[config.mk]
export PLATFORM = sky130hd
export DESIGN_NAME = alu_issue_sched_flat
export DESIGN_NICKNAME = d
export VERILOG_FILES = /design/src/rtl/alu_issue_sched_if.sv /design/src/rtl/alu_issue_sched.sv /design/src/flat_wrapper.sv
export SDC_FILE = /design/constraint.sdc
export NUM_CORES = 1
export LEC_CHECK = 0
export ABC_CLOCK_PERIOD_IN_PS = 4100
export CORE_MARGIN = 8
export CORE_UTILIZATION = 53
export DETAILED_ROUTE_END_ITERATION = 6
export PLACE_DENSITY_LB_ADDON = 0.25
export SYNTH_ARGS = -nofsm -noshare
export SYNTH_HDL_FRONTEND = slang
export SYNTH_SLANG_ARGS = --single-unit
[constraint.sdc]
create_clock -name clk -period 4.1 [get_ports clk]
set_input_delay 0.41 -clock clk [delete_from_list [all_inputs] [get_ports clk]]
set_output_delay 0.41 -clock clk [all_outputs]
set_load 0.005 [all_outputs]
[src/rtl/alu_issue_sched_if.sv]
// Dispatch-to-ALU scheduling bus: two dispatch request slots in, ALU start
// pulses and scheduler status out.
interface alu_issue_sched_if #(
  parameter int unsigned LAT_W = 3
);
  logic             flush;
  logic             dp_valid1;
  logic [LAT_W-1:0] dp_lat1;
  logic             dp_valid2;
  logic [LAT_W-1:0] dp_lat2;
  logic             dp_ready1;
  logic             dp_ready2;
  logic             fu0_start;
  logic             fu0_src;
  logic [LAT_W-1:0] fu0_lat;
  logic             fu1_start;
  logic             fu1_src;
  logic [LAT_W-1:0] fu1_lat;
  logic [1:0]       fu_busy;
  logic             rr_ptr;

  modport master (
    output flush, dp_valid1, dp_lat1, dp_valid2, dp_lat2,
    input  dp_ready1, dp_ready2, fu0_start, fu0_src, fu0_lat,
           fu1_start, fu1_src, fu1_lat, fu_busy, rr_ptr
  );

  modport slave (
    input  flush, dp_valid1, dp_lat1, dp_valid2, dp_lat2,
    output dp_ready1, dp_ready2, fu0_start, fu0_src, fu0_lat,
           fu1_start, fu1_src, fu1_lat, fu_busy, rr_ptr
  );
endinterface

[src/rtl/alu_issue_sched.sv]
// Shares two ALUs between two in-order dispatch slots using per-ALU busy
// counters and a round-robin pointer; starts are issued one cycle after grant.
module alu_issue_sched #(
  parameter int unsigned LAT_W = 3
) (
  input logic               clk,
  input logic               rst,
  alu_issue_sched_if.slave  bus
);

  logic [1:0][LAT_W-1:0] cnt_q, cnt_d;
  logic [1:0][LAT_W-1:0] glat, lat_q;
  logic [1:0]            free, grant, gsrc;
  logic [1:0]            start_q, src_q, busy_q;
  logic                  rr_q, rr_d;
  logic                  ready1, ready2;
  logic                  tgt, one_src;
  logic [LAT_W-1:0]      one_lat;

  // Latency 0 behaves as latency 1, so both load a zero residual count.
  function automatic logic [LAT_W-1:0] load_val(input logic [LAT_W-1:0] lat);
    return (lat == '0) ? '0 : LAT_W'(lat - LAT_W'(1));
  endfunction

  // Allocation: slot 1 always has priority so issue stays in program order.
  always_comb begin
    free    = {cnt_q[1] == '0, cnt_q[0] == '0};
    ready1  = 1'b0;
    ready2  = 1'b0;
    grant   = 2'b00;
    gsrc    = 2'b00;
    glat    = '0;
    tgt     = 1'b0;
    one_src = ~bus.dp_valid1;
    one_lat = bus.dp_valid1 ? bus.dp_lat1 : bus.dp_lat2;
    if (!rst && !bus.flush) begin
      if (bus.dp_valid1 && bus.dp_valid2) begin
        if (free == 2'b11) begin
          ready1  = 1'b1;
          ready2  = 1'b1;
          grant   = 2'b11;
          gsrc    = 2'b10;
          glat[0] = bus.dp_lat1;
          glat[1] = bus.dp_lat2;
        end else if (free != 2'b00) begin
          tgt        = free[1];
          ready1     = 1'b1;
          grant[tgt] = 1'b1;
          glat[tgt]  = bus.dp_lat1;
        end
      end else if (bus.dp_valid1 || bus.dp_valid2) begin
        tgt = (free == 2'b11) ? rr_q : free[1];
        if (free != 2'b00) begin
          ready1     = bus.dp_valid1;
          ready2     = bus.dp_valid2;
          grant[tgt] = 1'b1;
          gsrc[tgt]  = one_src;
          glat[tgt]  = one_lat;
        end
      end
    end
  end

  // Next-state: counter reload/decrement, pointer moves away from a single grant.
  always_comb begin
    cnt_d = cnt_q;
    rr_d  = rr_q;
    for (int n = 0; n < 2; n++) begin
      if (grant[n]) begin
        cnt_d[n] = load_val(glat[n]);
      end else if (cnt_q[n] != '0) begin
        cnt_d[n] = LAT_W'(cnt_q[n] - LAT_W'(1));
      end
    end
    if (grant == 2'b01) begin
      rr_d = 1'b1;
    end else if (grant == 2'b10) begin
      rr_d = 1'b0;
    end
    if (bus.flush) begin
      cnt_d = '0;
      rr_d  = 1'b0;
    end
  end

  always_ff @(posedge clk or posedge rst) begin
    if (rst) begin
      cnt_q   <= '0;
      rr_q    <= 1'b0;
      busy_q  <= 2'b00;
      start_q <= 2'b00;
      src_q   <= 2'b00;
      lat_q   <= '0;
    end else begin
      cnt_q   <= cnt_d;
      rr_q    <= rr_d;
      busy_q  <= {cnt_d[1] != '0, cnt_d[0] != '0};
      start_q <= grant;
      for (int n = 0; n < 2; n++) begin
        if (grant[n]) begin
          src_q[n] <= gsrc[n];
          lat_q[n] <= glat[n];
        end
      end
    end
  end

  assign bus.dp_ready1 = ready1;
  assign bus.dp_ready2 = ready2;
  assign bus.fu0_start = start_q[0];
  assign bus.fu0_src   = src_q[0];
  assign bus.fu0_lat   = lat_q[0];
  assign bus.fu1_start = start_q[1];
  assign bus.fu1_src   = src_q[1];
  assign bus.fu1_lat   = lat_q[1];
  assign bus.fu_busy   = busy_q;
  assign bus.rr_ptr    = rr_q;

endmodule

[src/flat_wrapper.sv]
// flat-port wrapper written by rule: the top's interface ports become plain ports
module alu_issue_sched_flat 
#(
  parameter int unsigned LAT_W = 3
)
  (clk, rst, bus_flush, bus_dp_valid1, bus_dp_lat1, bus_dp_valid2, bus_dp_lat2, bus_dp_ready1, bus_dp_ready2, bus_fu0_start, bus_fu0_src, bus_fu0_lat, bus_fu1_start, bus_fu1_src, bus_fu1_lat, bus_fu_busy, bus_rr_ptr);
  alu_issue_sched_if #(.LAT_W(LAT_W)) bus_i ();
  input logic clk;
  input logic rst;
  input wire logic [$bits(bus_i.flush)-1:0] bus_flush;
  input wire logic [$bits(bus_i.dp_valid1)-1:0] bus_dp_valid1;
  input wire logic [$bits(bus_i.dp_lat1)-1:0] bus_dp_lat1;
  input wire logic [$bits(bus_i.dp_valid2)-1:0] bus_dp_valid2;
  input wire logic [$bits(bus_i.dp_lat2)-1:0] bus_dp_lat2;
  output wire logic [$bits(bus_i.dp_ready1)-1:0] bus_dp_ready1;
  output wire logic [$bits(bus_i.dp_ready2)-1:0] bus_dp_ready2;
  output wire logic [$bits(bus_i.fu0_start)-1:0] bus_fu0_start;
  output wire logic [$bits(bus_i.fu0_src)-1:0] bus_fu0_src;
  output wire logic [$bits(bus_i.fu0_lat)-1:0] bus_fu0_lat;
  output wire logic [$bits(bus_i.fu1_start)-1:0] bus_fu1_start;
  output wire logic [$bits(bus_i.fu1_src)-1:0] bus_fu1_src;
  output wire logic [$bits(bus_i.fu1_lat)-1:0] bus_fu1_lat;
  output wire logic [$bits(bus_i.fu_busy)-1:0] bus_fu_busy;
  output wire logic [$bits(bus_i.rr_ptr)-1:0] bus_rr_ptr;
  assign bus_i.flush = bus_flush;
  assign bus_i.dp_valid1 = bus_dp_valid1;
  assign bus_i.dp_lat1 = bus_dp_lat1;
  assign bus_i.dp_valid2 = bus_dp_valid2;
  assign bus_i.dp_lat2 = bus_dp_lat2;
  assign bus_dp_ready1 = bus_i.dp_ready1;
  assign bus_dp_ready2 = bus_i.dp_ready2;
  assign bus_fu0_start = bus_i.fu0_start;
  assign bus_fu0_src = bus_i.fu0_src;
  assign bus_fu0_lat = bus_i.fu0_lat;
  assign bus_fu1_start = bus_i.fu1_start;
  assign bus_fu1_src = bus_i.fu1_src;
  assign bus_fu1_lat = bus_i.fu1_lat;
  assign bus_fu_busy = bus_i.fu_busy;
  assign bus_rr_ptr = bus_i.rr_ptr;
  alu_issue_sched #(.LAT_W(LAT_W)) u_core (.clk(clk), .rst(rst), .bus(bus_i));
endmodule
==> qor.yml, run 1 <==
critPathMaxFanout: 9
syn_to_final_growth_pct: 25.2
ir_drop_uv: 405
yosys.area.top_type_share_pct: 41.1
hold_buffers: 0
whs_ns: 0.492
drt_first_iter_violations: 51
finClkSkew_ns: 0.00296
yosysTopAreaCell: "dfrtp_1"
nNetsFinal: 165
startpoint: "u_core.cnt_q[0]$_DFF_PP0_"
vias: 1045
min_period_ns: 2.69
end_kind: "primary output"
grt_pass1_wl_um: 4880
cts_num_sinks: 19
drc_errors: 0
n_antenna_cell: 0
grt_max_degree: 20
grt_setup_unrepaired: "false"
gp_congestion: 0.841
crit_required_ns: 3.69
mostFrequentLayoutCell: "clkdlybuf4s50_1"
min_period_over_period_pct: 65.7
p_leak_uw: 0.000623
first_global_vias: 1059
final_cell_area_um2: 1450
synth-seq-cells: 19
cts_buffer_depth: 2
io_pins: 26
critPathLaunchType: "flip-flop"
finalSetupViolCount: 0
max-cap-violations: 0
drt-total-wl_um: 2860
yosysWarnings: 0
clkLatencyLatePin_ns: 0.30
nFillCells: 171
worst_hold_startpoint: "u_core.bus.fu1_lat[2]$_DFFE_PP0N_"
route.detailed.wl_per_inst_um: 16.2
cts-resized-gates: 0
regToRegSetupSlack_ns: 1.68
dp_hpwl_um: 2200
finalSetupTns_ns: 0
cts_made_buffers: 3
register_area_um2: 475
synth_async_sr_flop_share_pct: 100
regToRegStartpoint: "u_core.cnt_q[0]$_DFF_PP0_"
relSlewSlack_pct: 51.3
rows: 17
numPortBuffers: 25
path_class: "reg2out"
fmax_ghz: 0.371
clk_pin_slew_ns: 0.11
syn_area_um2: 1160
status: "completed"
die_area_um2: 3930
postSynthCellCount: 124
ys.flop_type: "dfrtp_1"
min-delay-path-class: "reg2reg"
placed_area_um2: 1420
multi_input_area_um2: 624
cp.arrival_ns: 2.28
post_cts_buffers: 0
synth_nets: 139
power_density_nw_per_um2: 627
initial_core_util_pct: 54.4
avgSynthCellArea_um2: 9.32
power.switching_uw: 353
p_sw_share_pct: 38.9
drtAntennaViolNets: 0
die_h_um: 62.7
grt_use_total_pct: 14.8
pwr-share-clk_pct: 10.5
final_cell_mix: "clkdlybuf4s50_1, dfrtp_1, nor2_1, nand2_1, a21oi_1"
power_frac_seq_pct: 34.4
power.internal_uw: 555
die_w_um: 62.7
cts_tree: "yes"
yosys-top-cells-area: "dfrtp_1, nor2_1, ha_1"
netlist-cell-type-count: 45
synth_enable_flop_cells: 0
firstDrtPassIters: 4
drive_gt1_share_pct: 10.1
slew_violations: 0
worst_slew_pin_slew_ns: 0.729
antenna_found_initial: 0
grt-ovfl-total: 0
coreArea_um2: 2130
comb_power_share_pct: 55.0
h-tree-depth: 1
yosysSeqAreaShare_pct: 41.1
instances_no_fill: 177
hold_viol_final: 0
drt-vias-per-instance: 5.90
placed_cells_incl_taps: 173
root_buffer: "clkbuf_4"
==> critical path, cell delays in order (launching register included) <==
cell             delay (ns)
dfrtp_1                0.41
inv_1                  0.12
ha_1                   0.20
nand2b_1               0.23
maj3_1                 0.42
nor2_1                 0.10
clkdlybuf4s50_1        0.50
==> layout make-up <==
class	instances	area share (%)
Multi-Input combinational cell	93	43.1
Sequential cell	19	32.8
Timing Repair Buffer	25	17.3
Inverter	8	2.42
Tap cell	28	2.42
Clock buffer	3	1.56
Clock inverter	1	0.346
==> synth_stat cells (all sizes together), types with 3 or more instances <==
cell,count
mux2i,3
or3,4
o21ai,6
o22ai,3
nor2,16
a21o,3
nand2,13
a21oi,7
a31oi,3
buf,3
dfrtp,19
inv,7
ha,4
nand3,4
==> metrics by stage <==
step / total power, uW / setup slack, ns / utilization (%)
2_1_floorplan: 621 / 1.99 / -
3_3_place_gp: 794 / 1.50 / 66.8
3_5_place_dp: 814 / 1.39 / 66.8
4_1_cts: 912 / 1.42 / 68.1
5_1_grt: 980 / 1.29 / 68.1
6_report: 908 / 1.41 / 68.1
==> per-layer routing <==
metal  share of wire (%)  GRT usage [%]  vias to the layer above
met5                   0              0                        -
met4                 1.5           5.70                        0
met3                 9.1           4.12                        6
met2                  45           23.3                       61
met1                  45           18.6                      484
li1                    -              -                      494
==> final timing paths <==
path | depth (start not counted) | to
min in group asynchronous | 2 | u_core.src_q[0]$_DFFE_PP0N_
max reg2reg | 8 | u_core.bus.fu_busy[1]$_DFF_PP0_
max | 6 | bus_dp_ready2
min reg2reg | 1 | u_core.bus.fu1_lat[2]$_DFFE_PP0N_
max in group asynchronous | 2 | u_core.bus.fu1_lat[2]$_DFFE_PP0N_
min | 1 | u_core.bus.fu1_lat[2]$_DFFE_PP0N_
==> logic make-up (layout without fill, tap and decap cells) <==
group,after synthesis,after routing,synth area share [%]
AOI/OAI and AO/OA,32,32,19.6
xor gates and xnor gates,1,1,0.758
adders and majority gates,5,5,5.20
buffers and inverters,12,37,4.87
DFF,19,19,41.1
muxes,5,5,4.55
and+or+nand+nor,50,50,23.9
==> power by group through the flow <==
stage | clock network, uW | logic, uW | registers, uW
6_report | 95.6 | 500 | 313
5_1_grt | 104 | 553 | 323
3_3_place_gp | 0 | 480 | 314
4_1_cts | 97.9 | 501 | 313
3_5_place_dp | 0 | 498 | 316
2_1_floorplan | 0 | 308 | 313
==> state kept, by name, indices dropped and copies added, names as in the netlist <==
signal              cells
u_core.cnt_q            6
u_core.bus.fu0_lat      3
u_core.bus.fu1_lat      3
u_core.bus.fu_busy      2
u_core.src_q            2
u_core.start_q          2
u_core.bus.rr_ptr       1
No activity file was read; power rests on OpenSTA's default activity.
==> inputs of run 2 (changes only) <==
ABC_CLOCK_PERIOD_IN_PS = 2560   (was 4100)
CORE_UTILIZATION = 49   (was 53)
clock period = 2.56 ns   (was 4.1 ns; I/O delays follow)
==> qor.yml, run 2 (synthesized netlist as in run 1, its figures left out) <==
critPathMaxFanout: 9  # unchanged
drt_first_iter_violations: 31  # was 51
max-cap-violations: 0  # unchanged
firstDrtPassIters: 4  # unchanged
min_period_ns: 2.42
holdPathStages: 1  # unchanged
syn_to_final_growth_pct: 30.1  # was 25.2%
final_core_util_pct: 68.0  # was 68.1%
power_density_nw_per_um2: 972  # was 627 nW/um2
nNetsFinal: 171  # was 165
cts_made_buffers: 3  # unchanged
antenna_found_initial: 0  # unchanged
regToRegSetupSlack_ns: 0.22  # was 1.68 ns
r2r_end: "u_core.bus.fu_busy[1]$_DFF_PP0_"  # unchanged
drt-vias-per-instance: 5.68  # was 5.90
relSlewSlack_pct: 51.8  # was 51.3%
coreArea_um2: 2210  # was 2130 um2
grt_use_total_pct: 13.9  # was 14.8%
worstRegToRegCells: 8  # unchanged
gp_congestion: 0.892  # was 0.841
die_h_um: 64.6  # was 62.7 um
largest_register_ffs: 6  # unchanged
crit_required_ns: 2.30  # was 3.69 ns
vias: 1039  # was 1045
grt_setup_unrepaired: "true"  # was false
initial_core_util_pct: 52.3  # was 54.4%
rows: 17  # unchanged
status: "completed"  # unchanged
end_kind: "primary output"  # unchanged
hold_end: "u_core.bus.fu1_lat[1]$_DFFE_PP0N_"  # was u_core.bus.fu1_lat[2]$_DFFE_PP0N_
dp_hpwl_um: 2240  # was 2200 um
finalSetupViolCount: 0  # unchanged
min-delay-path-class: "reg2reg"  # unchanged
drive_gt1_share_pct: 15.5  # was 10.1%
dp_slack_ns: 0.124  # was 1.39 ns
ir_drop_uv: 683  # was 405 uV
drc_errors: 0  # unchanged
route.detailed.wl_per_inst_um: 15.3  # was 16.2 um
grt-ovfl-total: 0  # unchanged
p_total_uw: 1460  # was 908 uW
cts_buffer_depth: 2  # unchanged
path_class: "reg2out"  # unchanged
mostFrequentLayoutCell: "clkdlybuf4s50_1"  # unchanged
slew_violations: 0  # unchanged
regToRegStartpoint: "u_core.cnt_q[0]$_DFF_PP0_"  # unchanged
drtAntennaViolNets: 0  # unchanged
worst_slack_ns: 0.145  # was 1.41 ns
p_leak_uw: 0.000656  # was 0.000623 uW
first_global_vias: 1078  # was 1059
clkLatencyLatePin_ns: 0.29  # was 0.30 ns
die_area_um2: 4170  # was 3930 um2
cts_tree: "yes"  # unchanged
n_antenna_cell: 0  # unchanged
post_cts_buffers: 0  # unchanged
min_period_over_period_pct: 94.4
root_buffer: "clkbuf_4"  # unchanged
clk_pin_slew_ns: 0.11  # about the same
fmax_ghz: 0.414
worst_hold_startpoint: "u_core.bus.fu1_lat[1]$_DFFE_PP0N_"  # was u_core.bus.fu1_lat[2]$_DFFE_PP0N_
grt_pass1_wl_um: 4820  # was 4880 um
cts_num_sinks: 19  # unchanged
drt-total-wl_um: 2800  # was 2860 um
final_cell_mix: "clkdlybuf4s50_1, dfrtp_1, nor2_1, nand2_1, a21oi_1"  # unchanged
io_pins: 26  # unchanged
cp.arrival_ns: 2.16  # was 2.28 ns
hold_viol_final: 0  # unchanged
grt_max_degree: 20  # unchanged
top_register: "u_core.cnt_q"  # unchanged
h-tree-depth: 1  # unchanged
whs_ns: 0.498  # was 0.492 ns
finClkSkew_ns: 0.00897  # was 0.00296 ns
worst_slew_pin_slew_ns: 0.722  # was 0.729 ns
numPortBuffers: 25  # unchanged
die_w_um: 64.6  # was 62.7 um
critPathLaunchType: "flip-flop"  # unchanged
==> run 2: what timing repair did <==
item | 4_1_cts | 5_1_grt
setup endpoints to repair | 0 | 2
resized for setup | 0 | 3
hold endpoints to repair | 0 | 0
hold buffers | 0 | 0
==> run 2: how the worst max path moves through the flow <==
stage | start | end | slack, ns | depth (start not counted)
floorplan | u_core.cnt_q[3]$_DFF_PP0_ | u_core.bus.fu_busy[1]$_DFF_PP0_ | 0.45 | 9
global placement | bus_dp_valid1 | u_core.bus.fu_busy[0]$_DFF_PP0_ | 0.20 | 7
detailed placement | bus_flush | u_core.bus.fu_busy[0]$_DFF_PP0_ | 0.12 | 7
CTS | u_core.cnt_q[0]$_DFF_PP0_ | bus_dp_ready2 | 0.04 | 6
global route | u_core.cnt_q[0]$_DFF_PP0_ | bus_dp_ready2 | -0.01 | 6
finish | u_core.cnt_q[0]$_DFF_PP0_ | bus_dp_ready2 | 0.14 | 6
==> run 2: power breakdown <==
part	switching (uW)	internal, uW
combinational	386	423
clock	91.6	58.0
sequential	81.2	422
total	559	903
==> run 2: cell type report <==
cell class,count,area (um2)
inverters,8,35.0
repair buffers,31,295
multi-input cells,93,636
well taps,28,35.0
clock buffers,3,22.5
flip-flops and latches,19,475
clock inverters,1,5.00
fillers,201,708
==> run 2: worst max-delay path: stages, from the launching register on <==
cell and delay (ns):
dfrtp_1 0.41, inv_1 0.11, ha_1 0.20, nand2b_2 0.16, maj3_1 0.38, nor2_1 0.10, clkdlybuf4s50_1 0.50
==> run 2: per-stage QoR <==
stage          instance area, um2  cells  setup TNS, ns
5_1_grt                      1500    183        -0.0127
3_3_place_gp                 1470    179              0
2_1_floorplan                1160    124              0
4_1_cts                      1490    183              0
6_report                     1500    183              0
3_5_place_dp                 1470    179              0
==> run 2: per-layer routing <==
metal,GRT usage [%],share of wire [%],vias up
li1,-,-,503
met1,16.8,43,493
met2,23.2,47,41
met3,4.81,9.6,2
met4,3.54,0.61,0
met5,0,0,-
==> inputs of run 3 (changes only) <==
HOLD_SLACK_MARGIN = 0.05   (was not set)
==> results of run 3 <==
The final DEF is identical to that of run 2; final timing and power are the same.
